==> config.mk <==
export PLATFORM = sky130hd
export DESIGN_NAME = apb_vgachargen_if_flat
export DESIGN_NICKNAME = d
export VERILOG_FILES = /design/src/rtl/apb_vgachargen_if_if.sv /design/src/rtl/apb_vgachargen_if.sv /design/src/flat_wrapper.sv
export SDC_FILE = /design/constraint.sdc
export NUM_CORES = 1
export LEC_CHECK = 0
export CELL_PAD_IN_SITES_DETAIL_PLACEMENT = 1
export CELL_PAD_IN_SITES_GLOBAL_PLACEMENT = 1
export CORE_UTILIZATION = 31
export DETAILED_ROUTE_END_ITERATION = 16
export PLACE_DENSITY_LB_ADDON = 0.1
export SYNTH_ARGS = -nofsm -noshare
export SYNTH_HDL_FRONTEND = slang
export SYNTH_SLANG_ARGS = --single-unit
export TNS_END_PERCENT = 100
==> constraint.sdc <==
create_clock -name sys_clk_i -period 1.8 [get_ports sys_clk_i]
set_input_delay 0.18 -clock sys_clk_i [delete_from_list [all_inputs] [get_ports sys_clk_i]]
set_output_delay 0.18 -clock sys_clk_i [all_outputs]
set_load 0.02 [all_outputs]
==> src/rtl/apb_vgachargen_if_if.sv <==
// rtl/apb_vgachargen_if_if.sv - APB3 bus bundle between an APB master and apb_vgachargen_if
// Signals keep the slave-side names: *_i driven by the master, *_o driven by the slave.
//   psel_i, penable_i, pwrite_i, paddr_i[APB_ADDR_WIDTH], pwdata_i[32]  master -> slave
//   prdata_o[32], pready_o, pslverr_o                                   slave -> master
interface apb_vgachargen_if_if #(
  parameter int APB_ADDR_WIDTH = 16
);
  logic                      psel_i;
  logic                      penable_i;
  logic                      pwrite_i;
  logic [APB_ADDR_WIDTH-1:0] paddr_i;
  logic [31:0]               pwdata_i;
  logic [31:0]               prdata_o;
  logic                      pready_o;
  logic                      pslverr_o;

  modport master (
    output psel_i, penable_i, pwrite_i, paddr_i, pwdata_i,
    input  prdata_o, pready_o, pslverr_o
  );

  modport slave (
    input  psel_i, penable_i, pwrite_i, paddr_i, pwdata_i,
    output prdata_o, pready_o, pslverr_o
  );
endinterface

==> src/rtl/apb_vgachargen_if.sv <==
// rtl/apb_vgachargen_if.sv - APB3 slave decoding transfers onto the vgachargen col_map, ch_map and glyph memory ports
// Ports:
//   sys_clk_i, sys_arstn_i           clock, asynchronous active-low reset
//   bus                              APB3 slave (apb_vgachargen_if_if.slave)
//   col_map_addr_o/data_o/wen_o/data_i  col_map port, 8-bit data, 1-cycle read latency
//   ch_map_addr_o/data_o/wen_o/data_i   ch_map port, CH_MAP_DATA_WIDTH data, 1-cycle read latency
//   ch_t_rw_addr_o/data_o/wen_o/data_i  glyph table port, CH_T_DATA_WIDTH data, 1-cycle read latency
// Address map (byte address, idx = paddr[13:2]):
//   0x0000 col_map[idx], 0x4000 ch_map[idx], 0x8000 glyph idx[8:2] word idx[1:0], 0xC000 error
module apb_vgachargen_if #(
  parameter int APB_ADDR_WIDTH     = 16,
  parameter int COL_MAP_ADDR_WIDTH = 12,
  parameter int CH_MAP_ADDR_WIDTH  = 12,
  parameter int CH_MAP_DATA_WIDTH  = 8,
  parameter int CH_T_ADDR_WIDTH    = 7,
  parameter int CH_T_DATA_WIDTH    = 128,
  parameter int MAP_DEPTH          = 2400
) (
  input  logic                          sys_clk_i,
  input  logic                          sys_arstn_i,
  apb_vgachargen_if_if.slave            bus,
  output logic [COL_MAP_ADDR_WIDTH-1:0] col_map_addr_o,
  output logic [7:0]                    col_map_data_o,
  output logic                          col_map_wen_o,
  input  logic [7:0]                    col_map_data_i,
  output logic [CH_MAP_ADDR_WIDTH-1:0]  ch_map_addr_o,
  output logic [CH_MAP_DATA_WIDTH-1:0]  ch_map_data_o,
  output logic                          ch_map_wen_o,
  input  logic [CH_MAP_DATA_WIDTH-1:0]  ch_map_data_i,
  output logic [CH_T_ADDR_WIDTH-1:0]    ch_t_rw_addr_o,
  output logic [CH_T_DATA_WIDTH-1:0]    ch_t_rw_data_o,
  output logic                          ch_t_rw_wen_o,
  input  logic [CH_T_DATA_WIDTH-1:0]    ch_t_rw_data_i
);
  localparam int NW = CH_T_DATA_WIDTH / 32;

  typedef enum logic [2:0] {
    IDLE = 3'd0,
    WR   = 3'd1,
    RD1  = 3'd2,
    RD2  = 3'd3,
    ERR  = 3'd4
  } state_e;

  state_e                        state_q, state_d;
  logic [1:0]                    region_q, region_d;
  logic [1:0]                    word_q, word_d;
  logic                          pready_q, pready_d;
  logic                          pslverr_q, pslverr_d;
  logic [COL_MAP_ADDR_WIDTH-1:0] col_addr_q, col_addr_d;
  logic [7:0]                    col_data_q, col_data_d;
  logic                          col_wen_q, col_wen_d;
  logic [CH_MAP_ADDR_WIDTH-1:0]  ch_addr_q, ch_addr_d;
  logic [CH_MAP_DATA_WIDTH-1:0]  ch_data_q, ch_data_d;
  logic                          ch_wen_q, ch_wen_d;
  logic [CH_T_ADDR_WIDTH-1:0]    cht_addr_q, cht_addr_d;
  logic [CH_T_DATA_WIDTH-1:0]    cht_data_q, cht_data_d;
  logic                          cht_wen_q, cht_wen_d;
  logic [CH_T_DATA_WIDTH-1:0]    shadow_q, shadow_d;

  logic [APB_ADDR_WIDTH-1:0]     paddr;
  logic [11:0]                   idx;
  logic [1:0]                    region;
  logic [1:0]                    word;
  logic                          dec_err;
  logic                          setup;
  logic [CH_T_DATA_WIDTH-1:0]    commit_word;
  logic [31:0]                   rdata;
  logic                          unused_paddr;

  assign paddr        = bus.paddr_i;
  assign region       = paddr[15:14];
  assign idx          = paddr[13:2];
  assign word         = idx[1:0];
  assign setup        = bus.psel_i && !bus.penable_i;
  // Byte-lane bits and anything above bit 15 carry no meaning here.
  assign unused_paddr = ^paddr;

  always_comb begin
    dec_err = 1'b1;
    unique case (region)
      2'b00, 2'b01: dec_err = (32'(idx) >= MAP_DEPTH);
      2'b10:        dec_err = (idx[11:9] != 3'b000) || (32'(word) >= NW);
      default:      dec_err = 1'b1;
    endcase
  end

  // Writing the top word commits the whole glyph: new word on top, lower words from the shadow.
  always_comb begin
    commit_word = shadow_q;
    commit_word[32*(NW-1) +: 32] = bus.pwdata_i;
  end

  always_comb begin
    state_d    = state_q;
    region_d   = region_q;
    word_d     = word_q;
    pready_d   = 1'b0;
    pslverr_d  = 1'b0;
    col_addr_d = col_addr_q;
    ch_addr_d  = ch_addr_q;
    cht_addr_d = cht_addr_q;
    col_data_d = '0;
    ch_data_d  = '0;
    cht_data_d = '0;
    col_wen_d  = 1'b0;
    ch_wen_d   = 1'b0;
    cht_wen_d  = 1'b0;
    shadow_d   = shadow_q;

    unique case (state_q)
      IDLE: begin
        if (setup) begin
          col_addr_d = idx[COL_MAP_ADDR_WIDTH-1:0];
          ch_addr_d  = idx[CH_MAP_ADDR_WIDTH-1:0];
          cht_addr_d = idx[2 +: CH_T_ADDR_WIDTH];
          region_d   = region;
          word_d     = word;
          if (dec_err) begin
            state_d   = ERR;
            pready_d  = 1'b1;
            pslverr_d = 1'b1;
          end else if (bus.pwrite_i) begin
            // Outputs are registered, so the WR-cycle strobes are set up here.
            state_d  = WR;
            pready_d = 1'b1;
            unique case (region)
              2'b00: begin
                col_wen_d  = 1'b1;
                col_data_d = bus.pwdata_i[7:0];
              end
              2'b01: begin
                ch_wen_d  = 1'b1;
                ch_data_d = bus.pwdata_i[CH_MAP_DATA_WIDTH-1:0];
              end
              default: begin
                if (32'(word) == NW - 1) begin
                  cht_wen_d  = 1'b1;
                  cht_data_d = commit_word;
                end else begin
                  shadow_d[32*word +: 32] = bus.pwdata_i;
                end
              end
            endcase
          end else begin
            state_d = RD1;
          end
        end
      end
      RD1: begin
        // Master gave up during the wait state: drop it silently.
        if (!bus.psel_i) begin
          state_d = IDLE;
        end else begin
          state_d  = RD2;
          pready_d = 1'b1;
        end
      end
      WR, RD2, ERR: state_d = IDLE;
      default:      state_d = IDLE;
    endcase
  end

  always_ff @(posedge sys_clk_i or negedge sys_arstn_i) begin
    if (!sys_arstn_i) begin
      state_q    <= IDLE;
      region_q   <= '0;
      word_q     <= '0;
      pready_q   <= 1'b0;
      pslverr_q  <= 1'b0;
      col_addr_q <= '0;
      col_data_q <= '0;
      col_wen_q  <= 1'b0;
      ch_addr_q  <= '0;
      ch_data_q  <= '0;
      ch_wen_q   <= 1'b0;
      cht_addr_q <= '0;
      cht_data_q <= '0;
      cht_wen_q  <= 1'b0;
      shadow_q   <= '0;
    end else begin
      state_q    <= state_d;
      region_q   <= region_d;
      word_q     <= word_d;
      pready_q   <= pready_d;
      pslverr_q  <= pslverr_d;
      col_addr_q <= col_addr_d;
      col_data_q <= col_data_d;
      col_wen_q  <= col_wen_d;
      ch_addr_q  <= ch_addr_d;
      ch_data_q  <= ch_data_d;
      ch_wen_q   <= ch_wen_d;
      cht_addr_q <= cht_addr_d;
      cht_data_q <= cht_data_d;
      cht_wen_q  <= cht_wen_d;
      shadow_q   <= shadow_d;
    end
  end

  // Read data is only available from the memories during RD2, so it is
  // muxed straight through rather than registered.
  always_comb begin
    rdata = '0;
    if (state_q == RD2) begin
      unique case (region_q)
        2'b00:   rdata = 32'(col_map_data_i);
        2'b01:   rdata = 32'(ch_map_data_i);
        2'b10:   rdata = ch_t_rw_data_i[32*word_q +: 32];
        default: rdata = '0;
      endcase
    end
  end

  assign bus.prdata_o  = rdata;
  assign bus.pready_o  = pready_q;
  assign bus.pslverr_o = pslverr_q;

  assign col_map_addr_o = col_addr_q;
  assign col_map_data_o = col_data_q;
  assign col_map_wen_o  = col_wen_q;
  assign ch_map_addr_o  = ch_addr_q;
  assign ch_map_data_o  = ch_data_q;
  assign ch_map_wen_o   = ch_wen_q;
  assign ch_t_rw_addr_o = cht_addr_q;
  assign ch_t_rw_data_o = cht_data_q;
  assign ch_t_rw_wen_o  = cht_wen_q;
endmodule

==> src/flat_wrapper.sv <==
// flat-port wrapper written by rule: the top's interface ports become plain ports
module apb_vgachargen_if_flat 
#(
  parameter int APB_ADDR_WIDTH     = 16,
  parameter int COL_MAP_ADDR_WIDTH = 12,
  parameter int CH_MAP_ADDR_WIDTH  = 12,
  parameter int CH_MAP_DATA_WIDTH  = 8,
  parameter int CH_T_ADDR_WIDTH    = 7,
  parameter int CH_T_DATA_WIDTH    = 128,
  parameter int MAP_DEPTH          = 2400
)
  (sys_clk_i, sys_arstn_i, col_map_addr_o, col_map_data_o, col_map_wen_o, col_map_data_i, ch_map_addr_o, ch_map_data_o, ch_map_wen_o, ch_map_data_i, ch_t_rw_addr_o, ch_t_rw_data_o, ch_t_rw_wen_o, ch_t_rw_data_i, bus_psel_i, bus_penable_i, bus_pwrite_i, bus_paddr_i, bus_pwdata_i, bus_prdata_o, bus_pready_o, bus_pslverr_o);
  apb_vgachargen_if_if #(.APB_ADDR_WIDTH(APB_ADDR_WIDTH)) bus_i ();
  input  logic sys_clk_i;
  input  logic sys_arstn_i;
  output logic [COL_MAP_ADDR_WIDTH-1:0] col_map_addr_o;
  output logic [7:0] col_map_data_o;
  output logic col_map_wen_o;
  input  logic [7:0] col_map_data_i;
  output logic [CH_MAP_ADDR_WIDTH-1:0] ch_map_addr_o;
  output logic [CH_MAP_DATA_WIDTH-1:0] ch_map_data_o;
  output logic ch_map_wen_o;
  input  logic [CH_MAP_DATA_WIDTH-1:0] ch_map_data_i;
  output logic [CH_T_ADDR_WIDTH-1:0] ch_t_rw_addr_o;
  output logic [CH_T_DATA_WIDTH-1:0] ch_t_rw_data_o;
  output logic ch_t_rw_wen_o;
  input  logic [CH_T_DATA_WIDTH-1:0] ch_t_rw_data_i;
  input wire logic [$bits(bus_i.psel_i)-1:0] bus_psel_i;
  input wire logic [$bits(bus_i.penable_i)-1:0] bus_penable_i;
  input wire logic [$bits(bus_i.pwrite_i)-1:0] bus_pwrite_i;
  input wire logic [$bits(bus_i.paddr_i)-1:0] bus_paddr_i;
  input wire logic [$bits(bus_i.pwdata_i)-1:0] bus_pwdata_i;
  output wire logic [$bits(bus_i.prdata_o)-1:0] bus_prdata_o;
  output wire logic [$bits(bus_i.pready_o)-1:0] bus_pready_o;
  output wire logic [$bits(bus_i.pslverr_o)-1:0] bus_pslverr_o;
  assign bus_i.psel_i = bus_psel_i;
  assign bus_i.penable_i = bus_penable_i;
  assign bus_i.pwrite_i = bus_pwrite_i;
  assign bus_i.paddr_i = bus_paddr_i;
  assign bus_i.pwdata_i = bus_pwdata_i;
  assign bus_prdata_o = bus_i.prdata_o;
  assign bus_pready_o = bus_i.pready_o;
  assign bus_pslverr_o = bus_i.pslverr_o;
  apb_vgachargen_if #(.APB_ADDR_WIDTH(APB_ADDR_WIDTH), .COL_MAP_ADDR_WIDTH(COL_MAP_ADDR_WIDTH), .CH_MAP_ADDR_WIDTH(CH_MAP_ADDR_WIDTH), .CH_MAP_DATA_WIDTH(CH_MAP_DATA_WIDTH), .CH_T_ADDR_WIDTH(CH_T_ADDR_WIDTH), .CH_T_DATA_WIDTH(CH_T_DATA_WIDTH), .MAP_DEPTH(MAP_DEPTH)) u_core (.sys_clk_i(sys_clk_i), .sys_arstn_i(sys_arstn_i), .bus(bus_i), .col_map_addr_o(col_map_addr_o), .col_map_data_o(col_map_data_o), .col_map_wen_o(col_map_wen_o), .col_map_data_i(col_map_data_i), .ch_map_addr_o(ch_map_addr_o), .ch_map_data_o(ch_map_data_o), .ch_map_wen_o(ch_map_wen_o), .ch_map_data_i(ch_map_data_i), .ch_t_rw_addr_o(ch_t_rw_addr_o), .ch_t_rw_data_o(ch_t_rw_data_o), .ch_t_rw_wen_o(ch_t_rw_wen_o), .ch_t_rw_data_i(ch_t_rw_data_i));
endmodule
==> metrics.md <==
| Metric | Value |
|---|---|
| Status | `finished, violations left` |
| Failing checks | `setup timing` |
| Routed wire length | `49100 microns` |
| Post-synth top area share | `0.585` |
| Register area share after synthesis | `0.585` |
| Post-synthesis cell count | `930` |
| Drt wl/cell | `between 20 and 30 microns` |
| IO Port Bufs | `around 410` |
| Setup Viol. Count Final | `about 230` |
| First-pass GRT wire length | `approximately 68000 microns` |
| Largest net degree at the start of global routing | `64` |
| Total Neg Setup Slack | `-44510 ps` |
| Hold/Removal Path Class | `in2async` |
| Most common cell in the netlist | `dfrtp_1` |
| CTS Buf Count | `29` |
| Multi-input gate area | `about 0.0054 sq mm` |
| Crit share post-route | `1.26` |
| DR vias | `~9300` |
| Tot GR Track Use | `0.254` |
| Mapped Area | `between 0.01 and 0.015 sq mm` |
| Worst Path Buf+Inv | `3` |
| Reg clk slew, reported paths | `about 60 ps` |
| Drt drc | `0` |
| Net Count, Synth | `~1100` |
| Most frequent cells after synthesis | `dfrtp_1, mux2i_1, nand2_1` |
| Crit path max-delay cell type | `mux4_2` |
| Root Buffer | `clkbuf_16` |
| Fmax achieved | `approximately 0.44 GHz` |
| Drt via density | `between 4 and 5` |
| Clock latency on the worst-skew pair | `about 570 ps` |
| Most common flop cell mapped by yosys | `dfrtp_1` |
| Core area | `~0.036 sq mm` |
| Max Cap Viol | `0` |
| Die ar. | `0.0369 sq mm` |
| Iter 0 DRT Violations | `330` |
| P_int | `between 0.01 and 0.015 W` |
| Worst path required time | `between 1500 and 2000 ps` |
| Critical path peak fanout | `5` |
| Placer Congestion | `just under 0.8` |
| Initial antenna violation count | `3` |
| Critical Path Most Common Cell | `buf_6` |
| CP Capture Type | `output port` |
| Dpl cells | `~1800` |
| Worst-margin pin slew | `700 ps` |
| DP Wirelength | `30200 microns` |
| Tmin final | `2260 ps` |
| Global route overflow | `0` |
| Number of global-route vias before repair | `between 10000 and 15000` |
| Sequential Area | `between 0.006 and 0.007 sq mm` |
| PD cells | `about 770 mW/mm^2` |
| Setup WS pre-CTS | `-431 ps` |
| Top cells by area, synth | `dfrtp_1, mux2i_1, mux4_2, nor4_1, nand2_1` |
| Leak | `between 8 and 9 nW` |
| Setup CP Type | `reg2out` |
| Layout Nets | `roughly 1600` |
| Logic pwr share | `0.199` |
| Synthesis-to-finish area growth | `78.6%` |
| Switching portion of total power | `0.269` |
| Worst clock skew | `around 20 ps` |
| Largest area contributor in the netlist | `dfrtp_1` |
| Final Max Tran Viols | `0` |
| Clock network power share | `0.400` |
| Mean Syn Cell Area | `~12 sq um` |
| Final std cells w/o fill | `1903` |
| Clock sinks | `between 200 and 300` |
| FP Rows | `69` |
| Hold Fails Final Rpt | `0` |
| Flop pwr share | `0.401` |
| Final WS setup | `-462 ps` |
| Synth Warn # | `0` |
| Hold Slack | `about 160 ps` |
| Die height | `between 150 and 200 microns` |
| Peak VDD IR | `0.777 mV` |
| Arrival @ worst endpoint | `between 2000 and 2500 ps` |
| Total number of H-tree levels | `1` |
| Sw Pwr | `approximately 0.0041 W` |
| Unique masters post-synth | `35` |
| Initial Util | `0.315` |
| RSZ-0062 raised after global routing | `yes` |
| CTS tree | `yes` |
| Critical path startpoint category | `register` |
| Crit path max-delay family | `multiplexers` |
| Slew headroom | `0.533` |
| Routed Antenna Nets | `0` |
| EDFF count, synth | `0` |
| Share of layout cells above drive strength 1 | `0.295` |
| DP Area | `between 0.015 and 0.02 sq mm` |
| Async SR Flop Fraction | `1.00` |
| Max Root-Sink Buffers | `3` |
| Synth Register Bits | `between 200 and 300` |
| # IOs | `between 400 and 500` |
| First drt pass iteration count | `4` |
| Crit-path cells | `buf_6 > buf_12 > mux4_2 > and3_4 > buf_6` |
| Die Wd | `192 microns` |
| Design Area, Final | `around 0.020 sq mm` |
| Fillers | `between 3000 and 4000` |
| CP max stage delay | `~490 ps` |
metrics by stage:
step	power, W	utilization
2_1_floorplan	0.00752	-
6_report	0.0154	0.563
4_1_cts	0.0155	0.546
5_1_grt	0.0159	0.563
3_5_place_dp	0.00887	0.459
3_3_place_gp	0.00882	0.459
power by group through the flow:
stage | logic [W] | registers [W] | clock network [W]
after global routing | 0.00326 | 0.00618 | 0.00648
after floorplan | 0.00122 | 0.00630 | 0
final | 0.00305 | 0.00616 | 0.00615
after global placement | 0.00256 | 0.00626 | 0
after detailed placement | 0.00260 | 0.00627 | 0
after CTS | 0.00305 | 0.00616 | 0.00626
kinds of logic after synthesis:
logic type / count (synthesis) / share of synthesized area
flip-flops: 262 / 0.585
AO/OA/AOI/OAI: 16 / 0.00837
multiplexers: 150 / 0.171
AND/OR/NAND/NOR: 309 / 0.154
adder cells (fa/ha/maj): 4 / 0.00446
buffers and inverters: 189 / 0.0775
cell usage in the layout, fill, tap and decap left out, types with 10 or more instances in the layout:
cell type and instances:
buf_12 40, and2_4 16, and2_1 32, clkbuf_16 37, nor4_4 84, dfrtp_1 261, and3_4 24, nand2_1 102
dlygate4sd2_1 23, mux2_4 14, mux2i_1 97, buf_6 53, buf_4 56, clkdlybuf4s50_1 339, nor2_1 17, buf_16 13
nor4_1 10, inv_1 100, mux4_2 32
flip-flops by register name (all words and copies together), names as in the netlist:
name,count
u_core.ch_t_rw_addr_o,6
u_core.col_map_wen_o,1
u_core.state_q,3
u_core.region_q,2
u_core.col_map_addr_o,5
u_core.bus.pready_o,1
u_core.col_map_data_o,8
u_core.bus.pslverr_o,1
u_core.word_q,1
u_core.shadow_q,96
u_core.ch_map_data_o,8
u_core.ch_t_rw_data_o,128
u_core.ch_t_rw_wen_o,1
u_core.ch_map_wen_o,1
worst paths after layout:
check,depth (start not counted),to,slack (ps),from
worst max-delay path,5,bus_prdata_o[29],-460,u_core.word_q[0]$_DFFE_PN0P_
worst min-delay path,2,u_core.ch_t_rw_data_o[81]$_DFF_PN0_,160,sys_arstn_i
worst max register to register,8,u_core.shadow_q[37]$_DFFE_PN0P_,-290,u_core.state_q[0]$_DFFE_PN0P_
worst min register to register,2,u_core.ch_t_rw_data_o[49]$_DFF_PN0_,520,u_core.shadow_q[49]$_DFFE_PN0P_
max in group asynchronous,3,u_core.ch_t_rw_data_o[102]$_DFF_PN0_,980,sys_arstn_i
min in group sys_clk_i,2,u_core.ch_t_rw_addr_o[0]$_DFFE_PN0P_,250,bus_paddr_i[4]
metal layers:
layer  global-route usage  routed length [microns]
met3               0.0510                     2830
met1                0.301                    18900
met2                0.462                    26000
met4               0.0721                     1290
met5                    0                        0
layout make-up:
| type | instances | share of cell area |
|---|---|---|
| Multi-Input combinational cell | 479 | 0.269 |
| Antenna cell | 1 | 0.000125 |
| Clock buffer | 41 | 0.0415 |
| Inverter | 100 | 0.0187 |
| Tap cell | 461 | 0.0288 |
| Clock inverter | 12 | 0.00743 |
| Timing Repair Buffer | 547 | 0.307 |
| Sequential cell | 262 | 0.327 |
timing repair:
| item | CTS | global route |
|---|---|---|
| hold buffers | 1 | 0 |
| buffers inserted | 43 | 14 |
| gates cloned | 25 | 9 |
| gates resized for setup | 405 | 143 |
| endpoints found under the hold margin | 53 | 0 |
| setup endpoints to repair | 251 | 286 |
| pin swaps | 36 | 60 |
Power figures use the tool's default switching activity.
